### config.mk
export PLATFORM = sky130hd
export DESIGN_NAME = rd_ctrl_sync
export DESIGN_NICKNAME = d
export VERILOG_FILES = /design/src/rtl/rd_ctrl_pkg.sv /design/src/rtl/rd_ctrl_sync_sync_chain.sv /design/src/rtl/rd_ctrl_sync.sv
export SDC_FILE = /design/constraint.sdc
export NUM_CORES = 1
export LEC_CHECK = 0
export CORE_ASPECT_RATIO = 1.1
export CORE_MARGIN = 2
export CORE_UTILIZATION = 30
export DETAILED_ROUTE_END_ITERATION = 6
export GPL_TIMING_DRIVEN = 0
export PLACE_DENSITY = 0.58
export SLEW_MARGIN = 15
export SYNTH_ARGS = -nofsm -noshare
export SYNTH_HDL_FRONTEND = slang
export SYNTH_HIERARCHICAL = 1
export SYNTH_SLANG_ARGS = --single-unit
### constraint.sdc
create_clock -name rd_clk_i -period 3.41 [get_ports rd_clk_i]
set_input_delay 0.5115 -clock rd_clk_i [delete_from_list [all_inputs] [get_ports rd_clk_i]]
set_output_delay 0.5115 -clock rd_clk_i [all_outputs]
set_load 0.05 [all_outputs]
### src/rtl/rd_ctrl_pkg.sv
// Shared helpers for the FIFO read controller: Gray/binary conversion and
// elaboration-time legality checks for the controller parameters.
package rd_ctrl_pkg;

  localparam int unsigned MaxWidth = 32;

  // Upper bits of narrower operands are zero-extended, so the loop is width-agnostic.
  function automatic logic [MaxWidth-1:0] bin2gray(input logic [MaxWidth-1:0] bin);
    return bin ^ (bin >> 1);
  endfunction

  function automatic logic [MaxWidth-1:0] gray2bin(input logic [MaxWidth-1:0] gray);
    logic [MaxWidth-1:0] bin;
    bin = gray;
    for (int i = MaxWidth - 2; i >= 0; i--) begin
      bin[i] = bin[i+1] ^ gray[i];
    end
    return bin;
  endfunction

  // A single flop gives no metastability protection; 0 means already synchronous.
  function automatic bit sync_stages_legal(input int unsigned stages);
    return stages != 1;
  endfunction

  function automatic bit aempty_thr_legal(input int unsigned thr, input int unsigned awidth);
    return thr <= (32'd1 << awidth);
  endfunction

endpackage

### src/rtl/rd_ctrl_sync_sync_chain.sv
// Multi-flop synchroniser with asynchronous active-low clear; pure wire when STAGES is 0.
module sync_chain #(
  parameter int unsigned WIDTH  = 4,
  parameter int unsigned STAGES = 2
) (
  input  logic             clk_i,
  input  logic             aclr_n_i,
  input  logic [WIDTH-1:0] d_i,
  output logic [WIDTH-1:0] q_o
);

  if (STAGES == 0) begin : g_bypass
    logic unused_clk_rst;
    assign unused_clk_rst = clk_i ^ aclr_n_i;
    assign q_o = d_i;
  end else begin : g_flops
    logic [WIDTH-1:0] stage_q [STAGES];

    always_ff @(posedge clk_i or negedge aclr_n_i) begin
      if (!aclr_n_i) begin
        for (int i = 0; i < int'(STAGES); i++) stage_q[i] <= '0;
      end else begin
        stage_q[0] <= d_i;
        for (int i = 1; i < int'(STAGES); i++) stage_q[i] <= stage_q[i-1];
      end
    end

    assign q_o = stage_q[STAGES-1];
  end

endmodule

### src/rtl/rd_ctrl_sync.sv
// Read-domain controller of a dual-clock FIFO: read pointer, write-pointer
// synchroniser, registered empty/almost-empty/count/underflow flags.
module rd_ctrl_sync
  import rd_ctrl_pkg::*;
#(
  parameter int unsigned AWIDTH      = 3,
  parameter int unsigned SYNC_STAGES = 2,
  parameter int unsigned AEMPTY_THR  = 1
) (
  input  logic              rd_clk_i,
  input  logic              aclr_n_i,
  input  logic              rd_req_i,
  input  logic [AWIDTH:0]   wr_pntr_gray_i,
  output logic [AWIDTH-1:0] rd_addr_o,
  output logic              rd_ram_en_o,
  output logic [AWIDTH:0]   rd_pntr_gray_o,
  output logic              rd_empty_o,
  output logic              rd_almost_empty_o,
  output logic [AWIDTH:0]   rd_usedw_o,
  output logic              rd_underflow_o
);

  localparam int unsigned PW = AWIDTH + 1;
  localparam logic [PW-1:0] AemptyThr = PW'(AEMPTY_THR);

  if (!sync_stages_legal(SYNC_STAGES)) begin : g_bad_sync_stages
    $error("rd_ctrl_sync: SYNC_STAGES must be 0 or >= 2");
  end
  if (!aempty_thr_legal(AEMPTY_THR, AWIDTH)) begin : g_bad_aempty_thr
    $error("rd_ctrl_sync: AEMPTY_THR must not exceed 2**AWIDTH");
  end

  logic [PW-1:0] wr_gray_s, wr_bin_s;
  logic [PW-1:0] rd_bin_q, rd_bin_d;
  logic [PW-1:0] rd_gray_q, rd_gray_d;
  logic [PW-1:0] usedw_q, usedw_d;
  logic          empty_q, empty_d;
  logic          aempty_q, aempty_d;
  logic          uflow_q, uflow_d;
  logic          rd_ack;

  sync_chain #(
    .WIDTH  (PW),
    .STAGES (SYNC_STAGES)
  ) u_wr_sync (
    .clk_i    (rd_clk_i),
    .aclr_n_i (aclr_n_i),
    .d_i      (wr_pntr_gray_i),
    .q_o      (wr_gray_s)
  );

  always_comb begin
    wr_bin_s  = PW'(gray2bin(MaxWidth'(wr_gray_s)));
    rd_ack    = rd_req_i & ~empty_q;
    rd_bin_d  = rd_bin_q + {{AWIDTH{1'b0}}, rd_ack};
    rd_gray_d = PW'(bin2gray(MaxWidth'(rd_bin_d)));
    empty_d   = (rd_gray_d == wr_gray_s);
    // PW-bit difference keeps a completely full FIFO (2**AWIDTH) distinct from empty.
    usedw_d   = wr_bin_s - rd_bin_d;
    aempty_d  = (usedw_d <= AemptyThr);
    uflow_d   = rd_req_i & empty_q;
  end

  always_ff @(posedge rd_clk_i or negedge aclr_n_i) begin
    if (!aclr_n_i) begin
      rd_bin_q  <= '0;
      rd_gray_q <= '0;
      usedw_q   <= '0;
      empty_q   <= 1'b1;
      aempty_q  <= 1'b1;
      uflow_q   <= 1'b0;
    end else begin
      rd_bin_q  <= rd_bin_d;
      rd_gray_q <= rd_gray_d;
      usedw_q   <= usedw_d;
      empty_q   <= empty_d;
      aempty_q  <= aempty_d;
      uflow_q   <= uflow_d;
    end
  end

  assign rd_addr_o         = rd_bin_q[AWIDTH-1:0];
  assign rd_ram_en_o       = rd_ack;
  assign rd_pntr_gray_o    = rd_gray_q;
  assign rd_empty_o        = empty_q;
  assign rd_almost_empty_o = aempty_q;
  assign rd_usedw_o        = usedw_q;
  assign rd_underflow_o    = uflow_q;

endmodule

## Yosys cells after proc, flatten, opt, wreduce, memory -nomap -nowiden

Cells that the tools add are included.

| word-level totals | value |
|---|---|
| flip-flop bits (word level) | 23 |
| output and inout bits | 15 |
| word-level logic and storage cells | 19 |

| operators by class | value |
|---|---|
| add/sub/neg operators | 2 |
| $lt $le $gt $ge | 1 |
| eq/ne operators | 1 |
| bitwise logic cells | 7 |

Operators with widths:

| cell | count |
|---|---|
| $add 4x1->4 | 1 |
| $eq 4x4->1 | 1 |
| $le 4x1->1 const B | 1 |
| $sub 4x4->4 | 1 |
| $xor 4x3->4 | 1 |
| $xor 1x1->1 | 3 |
| $and 1x1->1 | 2 |
| $not 1->1 | 1 |

## Depth between registers and ports, before layout

| logic depth | value |
|---|---|
| depth in word-level cells | 5 |
| gate-level depth with buffers | 10 |

## Cells and area by module

Netlist, hierarchy kept.

By module, submodules not included:

| module | times used | cells an instance | area each (um2) |
|---|---|---|---|
| rd_ctrl_sync | 1 | 53 | 709.4 |
| sync_chain | 1 | 12 | 230.2 |

## Least setup slack after synthesis

OpenSTA, ideal clock, no wires.

| timing path | value |
|---|---|
| path kind | in2reg |
| from | in rd_req_i |
| to | reg aempty_q, in the netlist rd_almost_empty_o |
| arrival time | 3.210 ns |
| data required time | 3.328 ns |
| setup slack | 0.118 ns |
| cell stages on the path | 10 |
| buffers on the path | 0 |
| cell sequence | nor2b_1 > ha_1 > ha_1 > xor2_1 > inv_1 > ha_1 > or3b_2 > o311ai_4 > xnor2_1 > nor3_2 |

| on the way | value |
|---|---|
| word-level cells in the longest chain between the ends | 4 |

Ends and longest elaborated chain:

| element | RTL line | source |
|---|---|---|
| start: declaration | rd_ctrl_sync.sv:12 | `input logic rd_req_i,` |
| $and 1x1->1 | rd_ctrl_sync.sv:54 | `rd_ack = rd_req_i & ~empty_q;` |
| $add 4x1->4 | rd_ctrl_sync.sv:55 | `rd_bin_d = rd_bin_q + {{AWIDTH{1'b0}}, rd_ack};` |
| net rd_bin_d[2] | rd_ctrl_sync.sv:34 | `logic [PW-1:0] rd_bin_q, rd_bin_d;` |
| $sub 4x4->4 | rd_ctrl_sync.sv:59 | `usedw_d = wr_bin_s - rd_bin_d;` |
| net usedw_d[3] | rd_ctrl_sync.sv:36 | `logic [PW-1:0] usedw_q, usedw_d;` |
| $le 4x1->1 | rd_ctrl_sync.sv:60 | `aempty_d = (usedw_d <= AemptyThr);` |
| net aempty_d | rd_ctrl_sync.sv:38 | `logic aempty_q, aempty_d;` |
| end signal: assignment | rd_ctrl_sync.sv:77 | `aempty_q <= aempty_d;` |
| end: declaration | rd_ctrl_sync.sv:38 |  |

The timed path passes the listed nets, and every way through them passes these cells.

## Final worst setup path

Same ends and word-level chain as after synthesis.

==> results summary <==
The flow ran to the end, and the final reports show no timing, DRC or antenna violations. The number of nets in the finished design is 103. The I/O pin total came out at 22. The antenna diode instance count came out at 0. The total negative slack for setup checks came out at 0 ps. The aggregate routed wire length is 1319 microns.

The data arrival time at the worst-slack endpoint came out at 3150 ps. The slowest stage of the critical path is the sky130_fd_sc_hd__or3b_2 cell. Gates resized during post-CTS repair numbered 0. The number of DRC violations after detailed-routing iteration 0 is 1. Max-cap violations in this run came to 0. The share of synthesized area in the top cell type comes to 0.5326.

The post-synthesis simple-gate area fraction came out at 0.05726. Setup repair after global routing left no endpoint under its margin. In the finished design, the share of the clock period the worst path needs comes to 0.8538. The die extent in y came out at 62.70 microns. Summed over all nets, the half-perimeter wirelength after detailed placement is 1037 microns. The sort of element at the end of the critical path is a flop. The number of buffers and inverters on the critical path is 2.

The via count is 535. The achievable clock frequency is 0.3435 GHz. The number of buffers on the longest clock path came out at 2. For this run, design rule violations remaining after detail routing come to 0.

The number of nets with antenna violations after routing came out at 0. The clock buffer count from CTS is 3. The number of fill cells in the layout came out at 292. The largest single stage delay on the critical path is 480 ps. By area the synthesized netlist is led by sky130_fd_sc_hd__dfrtp_1 (53%), sky130_fd_sc_hd__xor2_1 (8.4%), sky130_fd_sc_hd__ha_1 (6.7%), sky130_fd_sc_hd__dfstp_2 (5.6%), sky130_fd_sc_hd__xnor2_1 (4.7%). In the layout the commonest cells are sky130_fd_sc_hd__clkdlybuf4s50_1 (21), sky130_fd_sc_hd__dfrtp_1 (20), sky130_fd_sc_hd__xor2_1 (9).

The setup violation total in the final timing report is 0. The placeable core region came out at 0.003022 sq mm. The vias per cell is 4.315. The cell sitting at the root of the clock tree is a sky130_fd_sc_hd__clkbuf_4. In the global route stage, overall resource usage came out at 0.08262. Entering global routing, the biggest net connects 23 pins. The distinct cell type count of the synthesized netlist is 20.

The number of antenna violations at the first check in global routing came to 0. The number of detailed-routing iterations run before antenna repair is 3. The critical path required time is 3650 ps. The number of warning messages in the yosys log came out at 6.

In this run the horizontal extent of the chip is 57.36 microns. sky130_fd_sc_hd__dfrtp_1 takes more of the synthesized area than any other cell. The post-synthesis instance total is 65. The number of max-slew violations in the final report came out at 0.

TritonCTS built the clock tree. The cell area after synthesis came out at 939.7 sq um. Counting stages on the worst path, the most repeated cell is sky130_fd_sc_hd__ha_1.

The fraction of the yosys area taken by sequential cells is 0.5885. Dividing the detail-routed wire length by the instance count gives 10.64 microns. The area growth from synthesis to layout is 30.76%.

The library cell used most frequently in the layout, excluding fill and tap cells, is sky130_fd_sc_hd__clkdlybuf4s50_1. The flop and latch count out of synthesis is 22. The min-delay analysis places its worst path in the category reg2reg. Along the worst path, the maximum fanout reaches 4. For this configuration, the core starts out at a cell density of 0.3110. The number of buffers inserted by hold repair at cts came out at 0. The portion of synthesized area spent on multiplexers is 0. The standard-cell row count is 21.

Clock-pin slew was measured on the worst setup and hold paths at 120 ps. The kind of critical path is in2reg. The number of nets produced by synthesis is 77. The via count of the first global-routing pass came out at 561. The share of layout cells above drive strength 1 is 0.1556. After synthesis, the largest family of logic cells by area is XOR/XNOR gates.

The first global-routing pass estimated 2339 microns of wire. The compound-gate portion of the synthesized area came out at 0.05193. The top cell family by delay on the critical path is adder cells. At the pin with the least slew margin, the transition time is 955.3 ps. The synthesized area per cell is 14.46 sq um.

The count of buffers added by post-CTS timing repair for setup is 0. The count of buffers inserted at the top-level ports is 21. The clock arrives with 4.649 ps of skew.

For this run the aggregate overflow at the end of global routing stands at 0. The clock latency of the later-clocked register in the worst-skew pair is 300 ps. The worst setup path is launched from an input port.

The critical path goes through clkdlybuf4s50_1 > nor2b_1 > ha_1 > ha_1 > xor2_1 > inv_1 > ha_1 > or3b_2 > o311ai_4 > xnor2_1 > nor3_2. The overall die area came out at 0.003596 sq mm. The final weighted congestion in routability-driven placement is 0.7821. The time the worst path needs with I/O delays and setup came out at 2911 ps.

The number of hold violations in the final report is 0. In this run the number of H-tree levels came out at 1. The number of clock sinks is 22. The post-synthesis share of cell area spent on full adders, half adders and majority gates is 0.06658. The worst-case headroom to the max-slew limit came out at 0.3611. The parity-gate share of the synthesized area counting xor and xnor cells came out at 0.1798.
-- path summary, 6_finish.rpt --
kind                                               end                                    from  depth (start not counted)  slack [ps]
setup / recovery           rd_almost_empty_o$_DFF_PN1_                                rd_req_i                         11         500
hold / removal              u_wr_sync/q_o[0]$_DFF_PN0_  u_wr_sync/g_flops.stage_q[4]$_DFF_PN0_                          0         360
setup reg to reg           rd_almost_empty_o$_DFF_PN1_                    rd_empty_o$_DFF_PN1_                         10         720
hold reg to reg             u_wr_sync/q_o[0]$_DFF_PN0_  u_wr_sync/g_flops.stage_q[4]$_DFF_PN0_                          0         360
max in group asynchronous      rd_usedw_o[1]$_DFF_PN0_                                aclr_n_i                          1        2100
min in group asynchronous     rd_underflow_o$_DFF_PN0_                                aclr_n_i                          1         730
-- kinds of logic after synthesis --
group / count (synthesis)
compound gates: 4
simple gates: 8
flops: 22
xor+xnor: 16
fa+ha+maj: 5
buf+inv: 10
-- per-layer routing --
metal,vias to the layer above,part of all wire,global-route usage
li1,254,-,-
met1,267,0.41,0.09151
met2,12,0.53,0.1520
met3,2,0.048,0.01863
met4,0,0.0083,0.02616
met5,-,0,0
-- cell type report --
cell class | instances | area, sq um | share of cell area
well taps | 34 | 42.54 | 0.03462
clock buffers | 4 | 36.28 | 0.02953
plain buffers | 5 | 33.78 | 0.02749
flip-flops and latches | 22 | 553.0 | 0.4501
repair buffers | 21 | 210.2 | 0.1711
inverters | 5 | 18.77 | 0.01527
multi-input cells | 33 | 334.1 | 0.2719
-- state kept, by name, summed over array words and instances, names as in the netlist --
register / flops
rd_bin_q: 4
rd_usedw_o: 4
u_wr_sync/g_flops.stage_q: 4
u_wr_sync/q_o: 4
rd_pntr_gray_o: 3
rd_almost_empty_o: 1
rd_empty_o: 1
rd_underflow_o: 1
-- cells in the mapped netlist, drive strengths merged --
cell	instances
xnor3	2
a21boi	1
and2	2
nor3	1
nor2b	1
xnor2	5
inv	5
xor2	9
buf	4
or3b	1
dfstp	2
ha	5
o311ai	1
o21bai	1
or3	1
clkbuf	1
a211oi	1
nand3	2
dfrtp	20
-- per-stage QoR --
stage                     std cells    util  setup slack [ps]  instance area, sq um  hold slack, ps
after detailed placement        120  0.3946             151.7                  1192           339.5
final                           124  0.4066             498.6                  1229           363.1
after floorplan                  65       -             118.2                 939.7           215.9
after global routing            124  0.4066             274.5                  1229           371.5
after global placement          120  0.3946             170.6                  1192           331.7
after CTS                       124  0.4066             464.5                  1229           368.2
Power is left out: the tool's default activity adds up to more than one toggle a clock period on the data nets, which glitch-free logic cannot reach.
